==> config.mk <==
export PLATFORM = sky130hd
export DESIGN_NAME = vga_timing_gen
export DESIGN_NICKNAME = d
export VERILOG_FILES = /design/src/rtl/vga_pkg.sv /design/src/rtl/vga_axis_counter.sv /design/src/rtl/vga_timing_gen.sv
export SDC_FILE = /design/constraint.sdc
export NUM_CORES = 1
export LEC_CHECK = 0
export ABC_AREA = 1
export CAP_MARGIN = 20
export CORE_MARGIN = 10
export CORE_UTILIZATION = 47
export DETAILED_ROUTE_END_ITERATION = 6
export GPL_TIMING_DRIVEN = 1
export PLACE_DENSITY = 0.83
export SLEW_MARGIN = 20
export SYNTH_ARGS = -nofsm -noshare
export SYNTH_HDL_FRONTEND = slang
export SYNTH_SLANG_ARGS = --single-unit
==> constraint.sdc <==
create_clock -name clk_25mhz -period 1.3 [get_ports clk_25mhz]
set_input_delay 0.195 -clock clk_25mhz [delete_from_list [all_inputs] [get_ports clk_25mhz]]
set_output_delay 0.195 -clock clk_25mhz [all_outputs]
set_load 0.005 [all_outputs]
==> src/rtl/vga_pkg.sv <==
// +---------------------------------------------------------------------------+
// | vga_pkg : 640x480@60 timing defaults, counter width, axis timing helper    |
// | Rev 1.0                                                                    |
// +---------------------------------------------------------------------------+
`default_nettype none

package vga_pkg;

  localparam int CNT_W = 10;

  localparam int DEF_H_ACTIVE = 640;
  localparam int DEF_H_FP     = 16;
  localparam int DEF_H_SYNC   = 96;
  localparam int DEF_H_BP     = 48;
  localparam int DEF_V_ACTIVE = 480;
  localparam int DEF_V_FP     = 10;
  localparam int DEF_V_SYNC   = 2;
  localparam int DEF_V_BP     = 33;

  typedef logic [CNT_W-1:0] cnt_t;

  typedef struct packed {
    cnt_t total;
    cnt_t sync_start;
    cnt_t sync_end;
  } axis_timing_t;

  function automatic axis_timing_t axis_timing(input int active, input int fp,
                                               input int sync, input int bp);
    axis_timing_t t;
    t.total      = cnt_t'(active + fp + sync + bp);
    t.sync_start = cnt_t'(active + fp);
    t.sync_end   = cnt_t'(active + fp + sync);
    return t;
  endfunction

endpackage

`default_nettype wire

==> src/rtl/vga_axis_counter.sv <==
// +---------------------------------------------------------------------------+
// | vga_axis_counter : one timing axis (count, wrap, active window, sync)      |
// | Rev 1.0                                                                    |
// +---------------------------------------------------------------------------+
`default_nettype none

module vga_axis_counter
  import vga_pkg::*;
#(
  parameter int ACTIVE = DEF_H_ACTIVE,
  parameter int FP     = DEF_H_FP,
  parameter int SYNC   = DEF_H_SYNC,
  parameter int BP     = DEF_H_BP
) (
  input  logic clk,
  input  logic rst,
  input  logic inc,
  output cnt_t count,
  output logic wrap,
  output logic active,
  output logic sync
);

  localparam axis_timing_t TIM  = axis_timing(ACTIVE, FP, SYNC, BP);
  localparam cnt_t         LAST = cnt_t'(TIM.total - cnt_t'(1));
  localparam cnt_t         ACT  = cnt_t'(ACTIVE);

  generate
    if ((ACTIVE + FP + SYNC + BP) > ((1 << CNT_W) - 1)) begin : g_range_err
      $error("vga_axis_counter: axis total exceeds counter range");
    end
  endgenerate

  cnt_t r_count;

  always_ff @(posedge clk) begin
    if (rst) begin
      r_count <= '0;
    end else if (inc) begin
      r_count <= wrap ? '0 : r_count + cnt_t'(1);
    end
  end

  assign count  = r_count;
  assign wrap   = inc && (r_count == LAST);
  assign active = (r_count < ACT);
  assign sync   = (r_count >= TIM.sync_start) && (r_count < TIM.sync_end);

endmodule

`default_nettype wire

==> src/rtl/vga_timing_gen.sv <==
// +---------------------------------------------------------------------------+
// | vga_timing_gen : registered VGA sync/DE/coordinate decode; optional colour |
// | bars when VGA_TEST_PATTERN_EN is defined.  Rev 1.0                         |
// +---------------------------------------------------------------------------+
`default_nettype none

module vga_timing_gen
  import vga_pkg::*;
#(
  parameter int H_ACTIVE  = DEF_H_ACTIVE,
  parameter int H_FP      = DEF_H_FP,
  parameter int H_SYNC    = DEF_H_SYNC,
  parameter int H_BP      = DEF_H_BP,
  parameter int V_ACTIVE  = DEF_V_ACTIVE,
  parameter int V_FP      = DEF_V_FP,
  parameter int V_SYNC    = DEF_V_SYNC,
  parameter int V_BP      = DEF_V_BP,
  parameter bit HSYNC_POL = 1'b0,
  parameter bit VSYNC_POL = 1'b0
) (
  input  logic             clk_25mhz,
  input  logic             rst,
  output logic             hsync,
  output logic             vsync,
  output logic             de,
  output logic [CNT_W-1:0] pixel_x,
  output logic [CNT_W-1:0] pixel_y,
  output logic             frame_start,
  output logic             line_start
`ifdef VGA_TEST_PATTERN_EN
  ,
  output logic [2:0]       rgb
`endif
);

  cnt_t w_h_cnt, w_v_cnt;
  logic w_h_wrap, w_v_wrap, w_h_act, w_v_act, w_h_sync, w_v_sync;
  logic w_de;

  vga_axis_counter #(
    .ACTIVE(H_ACTIVE), .FP(H_FP), .SYNC(H_SYNC), .BP(H_BP)
  ) u_h_axis (
    .clk(clk_25mhz), .rst(rst), .inc(1'b1),
    .count(w_h_cnt), .wrap(w_h_wrap), .active(w_h_act), .sync(w_h_sync)
  );

  vga_axis_counter #(
    .ACTIVE(V_ACTIVE), .FP(V_FP), .SYNC(V_SYNC), .BP(V_BP)
  ) u_v_axis (
    .clk(clk_25mhz), .rst(rst), .inc(w_h_wrap),
    .count(w_v_cnt), .wrap(w_v_wrap), .active(w_v_act), .sync(w_v_sync)
  );

  // Frame wrap is implied by (0,0); the vertical wrap flag has no consumer.
  logic w_unused_vwrap;
  assign w_unused_vwrap = w_v_wrap;

  assign w_de = w_h_act && w_v_act;

  always_ff @(posedge clk_25mhz) begin
    if (rst) begin
      hsync       <= ~HSYNC_POL;
      vsync       <= ~VSYNC_POL;
      de          <= 1'b0;
      pixel_x     <= '0;
      pixel_y     <= '0;
      frame_start <= 1'b0;
      line_start  <= 1'b0;
    end else begin
      hsync       <= w_h_sync ? HSYNC_POL : ~HSYNC_POL;
      vsync       <= w_v_sync ? VSYNC_POL : ~VSYNC_POL;
      de          <= w_de;
      pixel_x     <= w_de ? w_h_cnt : '0;
      pixel_y     <= w_de ? w_v_cnt : '0;
      frame_start <= (w_h_cnt == '0) && (w_v_cnt == '0);
      line_start  <= (w_h_cnt == '0);
    end
  end

`ifdef VGA_TEST_PATTERN_EN
  localparam cnt_t BAR_W = cnt_t'(H_ACTIVE / 8);

  cnt_t w_bar;
  logic w_unused_bar;
  assign w_bar        = w_h_cnt / BAR_W;
  assign w_unused_bar = |w_bar[CNT_W-1:3];

  // Bar 0 is white, bar 7 black.
  always_ff @(posedge clk_25mhz) begin
    if (rst) begin
      rgb <= 3'b000;
    end else begin
      rgb <= w_de ? ~w_bar[2:0] : 3'b000;
    end
  end
`endif

endmodule

`default_nettype wire

==> results.md <==
- Final GP Congestion: between 0.9 and 1
- Final Hold Vio Count: 0
- Average wire per standard cell: 12.87 µm
- Slowest-stage cell, CP: dfxtp_1
- Horiz. Die Dim: 82.09 µm
- Highest Clock Rate: 767.9 MHz
- Fill cells: 279
- Critical path, cell by cell: nand2_1 -> nor2_1 -> nand3_2 -> nand2_4 -> nand2_1 -> inv_2 -> nor2_1
- Power per cell area: 932.7 nW/µm²
- Grt ovf: 0
- Crit Path Category: reg -> reg
- Full die area: 6738 µm²
- Yosys Warn Count: 0
- Cells after synthesis: around 230
- Worst path bufs/invs: 1
- WL final: ~4300 µm
- Ant. Diodes: 0
- Crit share post-route: 100.2%
- Dpl hpwl: 3228 µm
- CP top delay family: simple AND/OR/NAND/NOR gates
- Slowest stage delay, CP: ~470 ps
- Root Driver: clkbuf_8
- Synthesized Nets: 238
- Initial antenna violation count: 0
- VDD IR-drop max: 0.7933 mV
- CP Capture Type: flip-flop
- Period minus WS final: 1302 ps
- Final setup fails: 1
- Final max-slew violation count: 0
- Crit start category: flip-flop
- TritonCTS clock tree: yes
- Maximum number of pins on one net before global-route repair: 13
- H-tree depth: 2
- First-pass GRT wire length: between 6000 and 7000 µm
- Final Instance Count excl. Fillers: 335
- Drt drc: 0
- Layout cell share with drive strength beyond 1: a little under a quarter
- Via Count: 1695
- DRT met1 WL: between 1500 and 2000 µm
- Flop and latch count out of synthesis: 45
- Unrepaired setup endpoints after global routing: yes
- Clock transition at the registers of the reported paths: 80 ps
- Die height: 82.09 µm
- Worst Path Max Fanout: 5
- Final net count: 294
- Max layer used: met4
- Clock Skews: slightly above 8 ps
- Antenna viol nets, final: 0
- Unique cell type count in the Yosys netlist: 25
- CP Data Required Time: between 1000 and 1500 ps
- Synth-to-layout area growth: 37.50%
- Netlist Area Pre-Place: 1812 µm²
- Most common cell after layout, fill and taps aside: nor2_1
- Violated checks: negative setup slack
- Design Power: 2.323 mW
- Total CTS buffers: 5
- Clock Path Buffers: 2
- Metal2 WL: 2050 µm
- LEAKAGE: 1.202 nW
- Area occupied by multi-input gates: 832.0 µm²
- Drt via density: 5.060
- Maxcap violations: 0
- FF+latch area: 909.6 µm²
- Metal3 WL: 235 µm
- Mean area per synthesized cell: 7.809 µm²
- Initial Utilization: between 40% and 50%
- Vias in the first global route: 1483
- Clock sink count: 45
- Outcome: finished, violations left
- IO buf count: 26
- Most frequent cells in the layout: 43 x nor2_1, 41 x nand2_1, 38 x dfxtp_1
- 1st-pass router iterations: 5
- Core box area: 3689 µm²
- Final worst slack: -2.240 ps
- Iteration-0 DRC Markers: 168
- Sequential fraction of the synthesis area: 49.72%
- Fin util: 67.54%
- Num rows: 22
- Ports: 27
- Dpl cells: 326
- Worst Hold Class: reg -> reg
- Worst-Skew Late Latency: 290 ps
- Critical Path AT: 1480 ps
- GRT Total Usage: 12.78%
## synthesized netlist by cell type
| cell | instances | share of area [%] |
|---|---|---|
| inv_2 | 3 | 0.62 |
| nor3_1 | 4 | 1.1 |
| buf_4 | 3 | 1.2 |
| nand2_1 | 41 | 8.5 |
| nand4_1 | 5 | 1.7 |
| nand2_4 | 1 | 0.62 |
| nor2_4 | 2 | 1.2 |
| nor2_2 | 3 | 1.0 |
| a21oi_1 | 7 | 1.9 |
| ha_1 | 4 | 2.8 |
| nor4_1 | 1 | 0.35 |
| conb_1 | 1 | 0.21 |
| o21ai_0 | 2 | 0.55 |
| nor2_1 | 47 | 9.7 |
| nand3_1 | 23 | 6.4 |
| a21oi_2 | 2 | 0.97 |
| inv_1 | 25 | 5.2 |
| dfxtp_1 | 45 | 50 |
| o211ai_1 | 1 | 0.41 |
| nand2_2 | 2 | 0.69 |
| o21ai_2 | 1 | 0.48 |
| nor3b_1 | 2 | 0.83 |
| xor2_1 | 3 | 1.5 |
| nand3_2 | 3 | 1.7 |
| buf_6 | 1 | 0.62 |
## worst min-delay path: stages, from the launching register on
cell	delay (ps)
dfxtp_2	350
inv_2	70
nor2_1	40
## registers in the layout, summed over array words and instances, names as in the netlist
register and count:
pixel_x 10, vsync 1, u_v_axis.count 10, de 1, pixel_y 10, line_start 1
u_h_axis.count 10, frame_start 1, hsync 1
## final timing paths
| path | cells past startpoint | to | slack (ps) | startpoint |
|---|---|---|---|---|
| min reg2reg | 2 | pixel_y[1] | 500 | u_v_axis.count[1] |
| max | 7 | u_v_axis.count[2] | -2 | u_h_axis.count[4] |
| max reg2reg | 7 | u_v_axis.count[2] | -2 | u_h_axis.count[4] |
| min | 2 | pixel_y[1] | 500 | u_v_axis.count[1] |
## final cells by class
cell class                      instances  area share, %
Multi-Input combinational cell        155          33.40
Inverter                               28          4.219
Timing Repair Buffer                   53          20.49
Clock inverter                          1         0.2009
Clock buffer                            5          2.762
Sequential cell                        45          36.51
Tap cell                               48          2.411
## stage by stage
step	instance area, µm²	hold WS (ps)	setup slack [ps]	TNS (ps)
4_1_cts	2396	504.0	-14.90	-14.90
5_1_grt	2491	519.8	-105.6	-1329
2_1_floorplan	1812	257.4	2.739	0
6_report	2491	500.2	-2.240	-2.240
3_3_place_gp	2316	465.5	-66.34	-1583
3_5_place_dp	2316	493.6	-215.3	-4061
## metal layers
layer	global-route usage [%]	up-vias
met5	0	-
met3	2.948	11
met2	20.30	60
li1	-	837
met1	15.98	787
met4	6.122	0
## cells by family (layout without fill, tap and decap cells)
group / after synthesis / after routing / synth area share (%)
flip-flops: 45 / 45 / 49.72
XOR/XNOR: 3 / 3 / 1.451
AO/OA/AOI/OAI: 13 / 13 / 4.351
AND/OR/NAND/NOR: 134 / 134 / 33.84
adder cells (fa/ha/maj): 4 / 4 / 2.763
other: 1 / 1 / 0.2070
buffers and inverters: 32 / 87 / 7.666
## power breakdown
group          switching (mW)  internal, mW
logic                  0.0685        0.0702
clock network           0.418         0.353
registers              0.0120          1.40
## repair_timing
action	CTS	global route
cloned	0	0
setup buffers	0	3
hold buffers	0	0
setup endpoints to repair	34	29
pin swaps	1	3
resized for setup	21	28
Note: power is estimated with default switching activity, not from simulation.
